### src/rtl/calc_sequencer_pkg.sv
// Shared calculator types: operation encoding and sign-magnitude word helpers.
package calc_sequencer_pkg;

    typedef logic [15:0] sm_word_t;

    typedef enum logic [1:0] {
        LOAD  = 2'd0,
        ADD   = 2'd1,
        SUB   = 2'd2,
        CLEAR = 2'd3
    } calc_op_t;

    localparam sm_word_t SM_NEG_ZERO = 16'h8000;

    // Negative zero is folded to positive zero; every other encoding is kept.
    function automatic sm_word_t sm_normalise(input sm_word_t w);
        return (w == SM_NEG_ZERO) ? '0 : w;
    endfunction

endpackage

### src/rtl/calc_sequencer.sv
// Calculator entry sequencer: keeps a sign-magnitude accumulator and drives the
// add unit's four-phase start/finish handshake, with a watchdog on both waits.
module calc_sequencer
    import calc_sequencer_pkg::*;
#(
    parameter int unsigned TIMEOUT = 64
) (
    input  logic        clk,
    input  logic        RST,
    input  logic        entry_valid,
    output logic        entry_ready,
    input  logic [1:0]  entry_op,
    input  logic [15:0] entry_value,
    output logic        add_start,
    output logic [15:0] add_in1,
    output logic [15:0] add_in2,
    output logic        add_sub,
    input  logic        add_finish,
    input  logic [15:0] add_out,
    output logic [15:0] acc,
    output logic        result_valid,
    output logic        busy,
    output logic        err
);

    localparam int unsigned CNT_W = $clog2(TIMEOUT + 1);
    localparam logic [CNT_W-1:0] CNT_LAST = CNT_W'(TIMEOUT - 1);

    typedef enum logic [1:0] {
        IDLE     = 2'd0,
        WAIT_FIN = 2'd1,
        WAIT_REL = 2'd2,
        ERROR    = 2'd3
    } seq_state_t;

    seq_state_t       state_q, state_d;
    logic             start_q, start_d;
    sm_word_t         in1_q, in1_d;
    sm_word_t         in2_q, in2_d;
    logic             sub_q, sub_d;
    sm_word_t         acc_q, acc_d;
    logic             rv_q, rv_d;
    logic             err_q, err_d;
    logic [CNT_W-1:0] cnt_q, cnt_d;

    assign entry_ready  = (state_q == IDLE) && !add_finish;
    assign busy         = (state_q != IDLE);
    assign add_start    = start_q;
    assign add_in1      = in1_q;
    assign add_in2      = in2_q;
    assign add_sub      = sub_q;
    assign acc          = acc_q;
    assign result_valid = rv_q;
    assign err          = err_q;

    always_comb begin
        state_d = state_q;
        start_d = start_q;
        in1_d   = in1_q;
        in2_d   = in2_q;
        sub_d   = sub_q;
        acc_d   = acc_q;
        rv_d    = 1'b0;
        err_d   = err_q;
        cnt_d   = cnt_q;
        case (state_q)
            IDLE: begin
                if (entry_valid && entry_ready) begin
                    case (calc_op_t'(entry_op))
                        LOAD: begin
                            acc_d = sm_normalise(entry_value);
                            rv_d  = 1'b1;
                        end
                        CLEAR: begin
                            acc_d = '0;
                            rv_d  = 1'b1;
                        end
                        ADD, SUB: begin
                            in1_d   = acc_q;
                            in2_d   = entry_value;
                            sub_d   = (calc_op_t'(entry_op) == SUB);
                            start_d = 1'b1;
                            cnt_d   = '0;
                            state_d = WAIT_FIN;
                        end
                        default: ;
                    endcase
                end
            end
            WAIT_FIN: begin
                // The awaited edge is tested first so it wins over a coincident timeout.
                if (add_finish) begin
                    acc_d   = sm_normalise(add_out);
                    rv_d    = 1'b1;
                    start_d = 1'b0;
                    cnt_d   = '0;
                    state_d = WAIT_REL;
                end else if (cnt_q == CNT_LAST) begin
                    err_d   = 1'b1;
                    start_d = 1'b0;
                    state_d = ERROR;
                end else begin
                    cnt_d = cnt_q + 1'b1;
                end
            end
            WAIT_REL: begin
                if (!add_finish) begin
                    state_d = IDLE;
                end else if (cnt_q == CNT_LAST) begin
                    err_d   = 1'b1;
                    start_d = 1'b0;
                    state_d = ERROR;
                end else begin
                    cnt_d = cnt_q + 1'b1;
                end
            end
            ERROR: ;
            default: state_d = IDLE;
        endcase
    end

    always_ff @(posedge clk) begin
        if (RST) begin
            state_q <= IDLE;
            start_q <= 1'b0;
            in1_q   <= '0;
            in2_q   <= '0;
            sub_q   <= 1'b0;
            acc_q   <= '0;
            rv_q    <= 1'b0;
            err_q   <= 1'b0;
            cnt_q   <= '0;
        end else begin
            state_q <= state_d;
            start_q <= start_d;
            in1_q   <= in1_d;
            in2_q   <= in2_d;
            sub_q   <= sub_d;
            acc_q   <= acc_d;
            rv_q    <= rv_d;
            err_q   <= err_d;
            cnt_q   <= cnt_d;
        end
    end

endmodule

### config.mk
export PLATFORM = sky130hd
export DESIGN_NAME = calc_sequencer
export DESIGN_NICKNAME = d
export VERILOG_FILES = /design/src/rtl/calc_sequencer_pkg.sv /design/src/rtl/calc_sequencer.sv
export SDC_FILE = /design/constraint.sdc
export NUM_CORES = 1
export LEC_CHECK = 0
export CAP_MARGIN = 25
export CORE_AREA = 2 2 84 86
export DETAILED_ROUTE_END_ITERATION = 7
export DIE_AREA = 0 0 86 88
export GPL_ROUTABILITY_DRIVEN = 0
export PLACE_DENSITY = 0.75
export SLEW_MARGIN = 10
export SYNTH_ARGS = -nofsm -noshare
export SYNTH_HDL_FRONTEND = slang
export SYNTH_SLANG_ARGS = --single-unit
### constraint.sdc
create_clock -name clk -period 1.76 [get_ports clk]
set_input_delay 0.264 -clock clk [delete_from_list [all_inputs] [get_ports clk]]
set_output_delay 0.264 -clock clk [all_outputs]
set_load 0.1 [all_outputs]
Word level (Yosys, flattened, before mapping)
Cells that the tools add are included. Widths: inputs -> output; s select.

Register bits after elaboration: 61. Input port bits: 38. Output and inout bits: 54. Logic and storage cells: 72.

$add $sub $neg: 1. Equal/unequal tests: 14. Multiplexer cells: 32. Reductions and logical operators: 16.

Operator list (count): $mux 16 (4); $pmux 16 s2 (2); $mux 7 (5); $eq 16x16->1 const B (2); $pmux 7 s3 (1); $mux 1 (11); $mux 2 (5); $reduce_and 3->1 (3); $reduce_and 4->1 (2); $add 7x1->7 const B (1); $eq 7x6->1 const B (1); $eq 2x2->1 const B (3); $ne 2x2->1 const B (3); $pmux 2 s3 (1); $reduce_bool 2->1 (3); $eq 2x1->1 const B (2); $logic_not 2->1 (2); $ne 2x1->1 const B (2); $pmux 1 s2 (2); $reduce_or 2->1 (2); $ne 3x1->1 const B (1); $pmux 1 s3 (1); $reduce_bool 3->1 (1); $logic_and 1x1->1 (2); $logic_not 1->1 (1).

Longest topological paths before layout
Depth in word-level cells: 5. Mapped depth: 9. Gate-level depth less buffers: 6.

Worst setup path after synthesis
No wires, ideal clock.

Path type: flip-flop to output port. Start: register state_q[0]. End: output entry_ready. Arrival time: 2.517 ns. Data required time: 1.496 ns. Setup slack: -1.021 ns. Stages on the path, launching flop included: 6. Path buffers: 1. Cells stage by stage: dfxtp_1 -> inv_1 -> ha_1 -> buf_2 -> inv_1 -> nor2_1.

Cells in the longest elaborated chain, start to end: 2.

Ends and longest elaborated chain: start, declared (line calc_sequencer.sv:36) `seq_state_t state_q, state_d;`; start signal, assigned (line calc_sequencer.sv:134) `state_q <= state_d;`; $logic_not 2->1 (line calc_sequencer.sv:46) `assign entry_ready = (state_q == IDLE) && !add_finish;`; $logic_and 1x1->1 (line calc_sequencer.sv:46); end, declared (line calc_sequencer.sv:11) `output logic entry_ready,`.

Every way passes these cells.

Worst setup path in the final report
Start: input add_out[0]. End: register acc_q[12], in the netlist acc[12].

Cells in the longest elaborated chain, start to end: 4.

Ends and longest elaborated chain: start, declared (line calc_sequencer.sv:19) `input logic [15:0] add_out,`; $eq 16x16->1 (line calc_sequencer_pkg.sv:17) `return (w == SM_NEG_ZERO) ? '0 : w;`; $mux 16 (line calc_sequencer_pkg.sv:17); $mux 16 (line calc_sequencer.sv:92) `if (add_finish) begin`; $pmux 16 s2 (line calc_sequencer.sv:66) `case (state_q)`; end signal, assigned (line calc_sequencer.sv:129) `acc_q <= '0;`; end signal, assigned (line calc_sequencer.sv:139) `acc_q <= acc_d;`; end, declared (line calc_sequencer.sv:41) `sm_word_t acc_q, acc_d;`.

Every way passes these cells. The select of a mux whose other input is x is not followed. A chain may end at the register's enable or synchronous reset.

==> flow_summary.toml <==
[logic_synthesis]
syn_inst = 325
yosysSeqAreaShare_pct = 45.5
synthDistinctLibCells = 42
synth_fp_nets = 371
synth_top_area_cell = "dfxtp_1"
synth_top_cell_area_share_pct = 45.5
synth_area_leaders = "dfxtp_1 (45%), nand2_1 (9.6%), a21oi_1 (8.4%)"
netlist_area_um2 = 2690
yosys_register_bits = 61
syn_area_per_cell_um2 = 8.26
yosys_warnings = 0

[worst_hold_path]
holdPathStages = 2
hold_start = "RST"
hold_path_end = "add_sub$_SDFFE_PP0P_"
hp-class = "input pin to flip-flop"

[cts]
clock_tree.root_cell = "clkbuf_8"
clockBufferDepth = 2
numCtsBuffers = 9
cts_tree = "done"
clock-sinks = 61
clk_pin_slew_ns = 0.07
worstSkewPairLatency_ns = 0.34
cts_max_level = 3

[floorplan]
die_w_um = 86
initial_core_util_pct = 40.4
rows = 30
die_y_um = 88
die-area_um2 = 7570
coreArea_um2 = 6640
ios = 92

[route]
wirelength_um = 8610
drt_iter0_markers = 169
ant_nets = 0
drc_errors = 0
vias = 2963
wl_per_cell_um = 15.6
drtPass1Iterations = 5
routed_via_density = 5.36

[critical_path]
crit_path_cell_trace = "clkdlybuf4s50_1 > nor4_2 > a41oi_4 > buf_4 > a221oi_2 > nor3_1"
slowest_delay_ns = 0.46
reg2reg_slack_ns = 0.03
crit_arrival_ns = 1.96
slowest_stage = "clkdlybuf4s50_1"
cp-end-kind = "flip-flop"
timing.rr.end = "cnt_q[5]$_SDFFE_PP0P_"
start_kind = "input pin"
criticalPathCategory = "input pin to flip-flop"
worstPathRequired_ns = 1.98
worst-r2r-cell-count = 5
cp_max_fo = 5
r2r_start = "state_q[1]$_SDFFE_PP0P_"

[run]
max_cap_violations = 0

[placement]
place_inst = 536
place.port_buffers = 91
hpwl_um = 6450
post_dp_cell_area_um2 = 4480

[layout]
drive_gt1_share_pct = 36.8
syn_to_final_growth_pct = 78.5
fillers = 448
fin_area_um2 = 4790
diodes = 0
fin_cells = 553
layout.nets = 515

[sta]
hold_violations = 0
fmax_ghz = 0.574
holdWs_ns = 0.228
fin_crit_ns = 1.74
fin_crit_sh_pct = 99.0
tightestPinTransition_ns = 0.365
rsz0062_at_grt = "true"
skew_ns = 0.00719
relSlewSlack_pct = 75.5
setup_viol = 0
drv_slew = 0

[global_routing]
grt_pass1_vias = 2778
grt_max_degree = 51
antenna_found_initial = 0
grt_usage_pct = 22.7
grt_pass1_wl_um = 13400
gr-total-overflow = 0

[power]
p_leak_nw = 1.87
power_density_nw_per_um2 = 1080
irDropWorstVdd_mv = 0.641

[run_status]
status = "finished, final reports clean"
per-layer routing:
layer  global-route usage (%)  share of wire [%]  up-vias  wire length [µm]
met5                        0                  0        -                 0
met2                     37.7                 51      109              4370
li1                         -                  -     1442                 -
met3                     4.90                5.9       15               504
met4                     9.96                1.7        0               146
met1                     28.5                 42     1397              3580
cell usage in the layout (no fill, tap or decap), types with 2 or more instances in the layout:
master,synthesis,layout
a21oi_1,45,44
nor3b_1,6,6
and3_1,2,2
nand2_1,69,69
nand4_1,4,4
nor4_2,0,3
nor2_1,23,20
clkdlybuf4s50_1,0,33
nand3b_1,2,2
clkbuf_8,0,11
o21ai_0,6,6
a211oi_2,0,5
dfxtp_1,61,59
ha_2,0,2
o31ai_1,2,2
or2_2,2,2
a221oi_2,1,9
dfxtp_2,0,2
a211oi_1,7,2
inv_1,9,4
nor2_2,0,2
clkinvlp_4,0,2
a221oi_1,10,2
clkinv_2,0,2
dlygate4sd2_1,0,2
nand2b_1,2,2
buf_6,2,4
nor3_1,16,16
ha_4,0,2
a21bo_2,2,2
buf_4,0,75
buf_12,0,38
ha_1,8,4
nor4_1,6,3
inv_2,0,3
nand3_1,2,2
registers in the layout, indices dropped and copies added, names as in the netlist:
signal / cells
acc: 16
add_in1: 16
add_in2: 16
add_start: 1
add_sub: 1
cnt_q: 7
err: 1
result_valid: 1
state_q: 2
worst max-delay path, delay by kind of cell:
kind / cells / cell delay, ns
buf+inv: 2 / 0.65
compound gates: 2 / 0.54
simple gates: 2 / 0.51
cells in the mapped netlist, drive strengths merged:
cell type   n
nand4       4
nand3b      3
a41o        1
nand4b      1
nor2       23
a21o        1
o31ai       2
a221oi     11
inv         9
a21bo       2
a32oi       1
or4         2
ha          8
nand3       2
o21ai       6
nand2      69
and4        1
o21a        1
or3         1
nand2b      2
clkbuf     11
a41oi       1
and3        2
a221o       1
nor4        6
nor3b       6
o32a        1
and2b       1
or2         2
dfxtp      61
a21oi      45
and2        1
nor3       16
nor4b       2
a211oi      7
buf        10
o32ai       1
o22ai       1
logic make-up (layout without fill, tap and decap cells):
logic type / count (synthesis) / in the layout / synth area share [%]
buffers and inverters: 30 / 178 / 5.08
adders and majority gates: 8 / 8 / 3.73
AOI/OAI and AO/OA: 82 / 82 / 20.2
and+or+nand+nor: 144 / 144 / 25.5
DFF: 61 / 61 / 45.5
stage by stage:
stage	total power [mW]	TNS, ns	util (%)	setup slack [ns]
global placement	3.86	-15.33	67.4	-0.459
finish	5.19	0	72.1	0.0177
CTS	5.14	0	70.7	0.00189
floorplan	2.97	-0.253	-	-0.230
global route	5.41	-0.173	72.1	-0.0342
detailed placement	3.89	-16.92	67.4	-0.528
worst max-delay path by stage:
stage                                  from               endpoint  cells past startpoint
floorplan           state_q[1]$_SDFFE_PP0P_            entry_ready                      5
global placement                entry_op[0]  cnt_q[3]$_SDFFE_PP0P_                      7
detailed placement              entry_op[0]  cnt_q[3]$_SDFFE_PP0P_                      7
CTS                             add_out[15]    acc[7]$_SDFFE_PP0P_                      6
global route                     add_out[0]   acc[12]$_SDFFE_PP0P_                      6
finish                           add_out[0]   acc[12]$_SDFFE_PP0P_                      6
cell type report:
cell class / instances / area (µm²) / share of cell area, %
Tap cell: 80 / 100 / 2.09
Multi-Input combinational cell: 234 / 1500 / 31.2
Timing Repair Buffer: 154 / 1730 / 36.2
Inverter: 9 / 40.0 / 0.835
Clock inverter: 4 / 47.5 / 0.992
Clock buffer: 11 / 151 / 3.16
Sequential cell: 61 / 1220 / 25.5
where the power goes:
group	internal (mW)	leakage [nW]	switching, mW
logic	0.920	1.28	1.41
registers	1.49	0.495	0.126
clock network	0.718	0.101	0.524
total	3.13	1.87	2.06
timing repair:
action,in CTS,in global routing
hold buffers,0,0
buffers inserted,1,1
cloned,0,0
setup endpoints to repair,7,23
resized for setup,5,19
pin swaps,5,6
Note: power is estimated with default switching activity, not from simulation.
==> patch 1, RTL diff (same flow settings) <==
Register the output `err` once more, cleared by the reset; this adds one clock of latency there. The other outputs are not delayed to match.
--- a/src/rtl/calc_sequencer.sv
+++ b/src/rtl/calc_sequencer.sv
@@ -51,7 +51,13 @@
     assign add_sub      = sub_q;
     assign acc          = acc_q;
     assign result_valid = rv_q;
-    assign err          = err_q;
+    always_ff @(posedge clk) begin
+        if (RST) begin
+            err <= '0;
+        end else begin
+            err <= err_q;
+        end
+    end
 
     always_comb begin
         state_d = state_q;
Formal check against the unedited RTL: no difference found for any inputs over 4 cycles, from zero or initial values and one cycle with RST high; that may be too few to reach the edited logic, so the function may still have changed.
==> patch 1 against the unedited design <==
- combinational power up 3%
- area after synthesis up 0.98%
- hold slack improved by 0.020 ns
- largest power group unchanged
- design area rose by 1.9%
- critical path type is now reg -> reg
- worst setup slack better by 0.0037 ns
- sequential cell count rose by 1
- power increased by 5.9%
- highest routed layer unchanged
- wire length rose by 5.6%
- largest cell class unchanged
==> patch 1: results (changes against the unedited design) <==
Run status
  – Status: complete, no violations

Clock network
  – Clock latency on the worst-skew pair: 0.36 ns (+0.02 ns)

Layout
  – Buffering overhead: 36.34% (+0.16 points)
  – Multi-input combinational cell count: 235 (+0.43%)
  – ClkCell Share: 4.741% (+0.59 points)
  – Fraction of area in registers: 25.47% (-0.054 points)
  – Fillers: 454 (+1.3%)
  – Clock buffer cells: 10 (-1)
  – Nets: 520 (+0.97%)
  – Fin cells: 559 (+1.1%)
  – Non-clock buffer count: 157 (+1.9%)
  – Share of layout cells above drive strength 1: 36.74% (-0.043 points)

Yosys
  – Seq cells post-synth: 62 (+1.6%)
  – Ranking of synthesized cells by area: dfxtp_1 46%, nand2_1 9.6%, a21oi_1 8.3%
  – Seq/Total Area, Yosys: 45.78% (+0.30 points)
  – Syn nets: 373 (+0.54%)
  – Commonest cells in the synthesized netlist: 69 x nand2_1, 62 x dfxtp_1, 45 x a21oi_1
  – Syn Inst Count: 327 (+0.62%)

GRT
  – Vias in the first global route: 2867 (+3.2%)
  – Met1 usage: 30.01% (+1.5 points)
  – GRT Total Usage: 23.63% (+0.90 points)
  – Global Route met3 Usage: 4.336% (-0.57 points)
  – Largest net degree at the start of global routing: 49 (-3.9%)
  – M2 GR Usage: 37.98% (+0.28 points)
  – First-pass GRT wire length: 13.88 mm (+3.5%)

STA
  – Hold WS: 0.2476 ns (+0.01980 ns)
  – Max-slew headroom: 69.71% (-5.8 points)
  – Fmax achieved: 575.2 MHz (+0.21%)
  – Final Skew: 0.005354 ns (-0.001831 ns)

Setup path
  – Crit path max fanout: 8 (+3)
  – Critical-path top delay cell: dfxtp_2
  – Reg2Reg Launch Point: state_q[0]
  – Reg2reg end: acc[10]
  – CP max stage delay: 0.34 ns (-0.12 ns)
  – Startpoint Class: register

Drt
  – Met2 wire len: 4.452 mm (+1.8%)
  – WL final: 9.090 mm (+5.6%)
  – Met1 WL: 3.832 mm (+7.0%)
  – DRT iter0 DRCs: 157 (-7.1%)
  – DRT Pass-1 Iters: 4 (-1)

Placed design
  – Cells after DPL: 535 (-0.19%)
  – Area after DPL: 4483 sq um (about the same)
  – Post-Place Setup Slack: -0.5182 ns (+0.009408 ns)
  – Detailed Place HPWL: 6.422 mm (-0.42%)

Pwr
  – P_leak: 1.904 nW (+1.7%)
  – Sw Ratio: 39.78% (+0.062 points)
  – Peak supply drop: 0.6649 mV (+3.7%)

Min path
  – Hold Path Sink: err_q
## patch 1: changes by cell type in the layout (fill, tap and decap cells not counted), moves of 2 or more
cell | unedited run | this run
a221oi_1 | 2 | 0
buf_4 | 75 | 80
buf_6 | 4 | 0
clkbuf_16 | 0 | 2
clkinv_2 | 2 | 0
clkinv_4 | 0 | 2
nor4_1 | 3 | 6
nor4_2 | 3 | 0
## patch 1: power by group through the flow
stage / Clock, mW / Sequential (mW) / Combinational [mW]
floorplan: 0 / 2.27 / 0.731
global placement: 0 / 1.66 / 2.21
finish: 1.46 / 1.64 / 2.39
global route: 1.54 / 1.66 / 2.51
detailed placement: 0 / 1.67 / 2.24
CTS: 1.47 / 1.64 / 2.26
## patch 1: logic make-up (layout without fill, tap and decap cells)
| group | count (synthesis) | in the layout | synth area share (%) |
|---|---|---|---|
| simple gates | 145 | 145 | 25.52 |
| compound gates | 82 | 82 | 19.98 |
| flops | 62 | 62 | 45.78 |
| buf+inv | 30 | 182 | 5.030 |
| fa+ha+maj | 8 | 8 | 3.692 |
==> patch 2, RTL diff (config.mk and constraints unchanged) <==
Without the edit above. `TIMEOUT`: 64 -> 32.
--- a/src/rtl/calc_sequencer.sv
+++ b/src/rtl/calc_sequencer.sv
@@ -3,7 +3,7 @@
 module calc_sequencer
     import calc_sequencer_pkg::*;
 #(
-    parameter int unsigned TIMEOUT = 64
+    parameter int unsigned TIMEOUT = 32
 ) (
     input  logic        clk,
     input  logic        RST,
Behaviour: no difference found for any inputs over 4 cycles, from zero or initial values and one cycle with RST high; that may be too few to reach the edited logic, so the function may still have changed.
==> patch 2 against the unedited design <==
- worst setup slack improved by 0.023 ns
- area after synthesis decreased by 2.0%
- wire length down 1.7%
- sequential cell count decreased by 1
- power decreased by 1.1%
- core utilization is 1.5 points lower
- global-route usage is 0.10 points lower
- design area shrank 2.0%
- non-clock buffer count shrank 8
- clock skew is essentially flat
- sequential power down 2%
==> patch 2: results (changes against the unedited design) <==
Pwr
  – P_leak: 1.832 nW (-2.1%)

Setup path
  – Register-to-Register Path Depth: 9 (+4)
  – Reg2reg end: acc[11]
  – Crit path max fanout: 4 (-1)
  – Critical-path top delay cell: dfxtp_2
  – R2r setup slk: 0.06 ns (+0.03 ns)
  – Startpoint Class: register
  – CP max stage delay: 0.36 ns (-0.10 ns)
  – WP data arrival: 1.46 ns (-0.50 ns)
  – Reg2Reg Launch Point: state_q[0]

STA
  – Final Skew: 0.007286 ns (+0.0001002 ns)
  – Max-slew headroom: 71.93% (-3.5 points)

Drt
  – DRT iter0 DRCs: 112 (-34%)
  – DRT Pass-1 Iters: 4 (-1)
  – Vias/cell: 5.253 (-2.0%)
  – WL final: 8.460 mm (-1.7%)

Yosys
  – Ranking of synthesized cells by area: dfxtp_1 46%, nand2_1 10%, a21oi_1 7.2%
  – Seq/Total Area, Yosys: 45.65% (+0.17 points)
  – Commonest cells in the synthesized netlist: 72 x nand2_1, 60 x dfxtp_1, 38 x a21oi_1
  – Synth cell types: 47 (+12%)
  – Average cell area after synthesis: 8.380 sq um (+1.4%)
  – Syn nets: 360 (-3.0%)

Run status
  – Status: complete, no violations

Placed design
  – Cells after DPL: 512 (-4.5%)
  – Detailed Place HPWL: 6.197 mm (-3.9%)

Layout
  – Fillers: 451 (+0.67%)
  – Share of layout cells above drive strength 1: 35.01% (-1.8 points)

GRT
  – Largest net degree at the start of global routing: 46 (-9.8%)
  – Vias in the first global route: 2752 (-0.94%)
  – GRT Total Usage: 22.63% (-0.10 points)

Min path
  – Hold Path Sink: err
-- patch 2: worst max-delay path by stage --
stage	end	slack [ns]	depth (start not counted)
floorplan	add_in1[0]	-0.03	9
global placement	cnt_q[5]	-0.49	7
detailed placement	cnt_q[5]	-0.55	7
CTS	cnt_q[4]	0.01	9
global route	acc[12]	-0.06	9
finish	busy	0.04	6
-- patch 2: logic make-up (layout without fill, tap and decap cells) --
group / after synthesis / count (layout) / share of synthesized area [%]
buffers and inverters: 29 / 172 / 5.183
AO/OA/AOI/OAI: 83 / 83 / 21.92
flip-flops: 60 / 60 / 45.65
AND/OR/NAND/NOR: 134 / 134 / 23.44
adder cells (fa/ha/maj): 8 / 8 / 3.804
-- patch 2: power breakdown --
part	internal (mW)	leakage [nW]	switching [mW]
clock	0.726	0.102	0.558
combinational	0.918	1.24	1.35
sequential	1.46	0.487	0.122
-- patch 2: worst reg2reg max path, delay by kind of cell (launching register included) --
kind | cells | cell delay (ns)
AO/OA/AOI/OAI | 1 | 0.27
adder cells (fa/ha/maj) | 1 | 0.17
buffers and inverters | 4 | 0.54
flip-flops | 1 | 0.34
AND/OR/NAND/NOR | 3 | 0.29
-- patch 2: routing by layer --
layer	GRT usage, %	up-vias	share of wire [%]
met1	27.32	1326	41
met4	10.68	0	2.3
met3	4.713	16	4.8
met2	38.62	84	52
met5	0	-	0
li1	-	1395	-
-- patch 2: through the flow --
step / instance area, sq um / setup WS [ns] / setup TNS (ns) / hold slack, ns / utilization [%]
floorplan: 2668 / -0.02553 / -0.03820 / 0.4000 / -
global placement: 4305 / -0.4868 / -11.57 / 0.4394 / 64.80
detailed placement: 4305 / -0.5512 / -13.93 / 0.4468 / 64.80
CTS: 4557 / 0.01363 / 0 / 0.3108 / 68.59
global route: 4697 / -0.06419 / -0.6147 / 0.3543 / 70.70
finish: 4697 / 0.04098 / 0 / 0.3117 / 70.70
-- patch 2: timing repair --
item / CTS / global route
pin swaps: 4 / 7
buffers inserted: 4 / 5
endpoints found under the setup margin: 23 / 25
cloned: 0 / 1
gates resized for setup: 6 / 24
-- patch 2: cell type report --
cell class              count  area share, %
flip-flops and latches     60          25.63
multi-input cells         225          29.91
clock buffers              12          3.303
clock inverters             4          1.012
inverters                  10         0.7991
repair buffers            146          37.21
well taps                  80          2.131
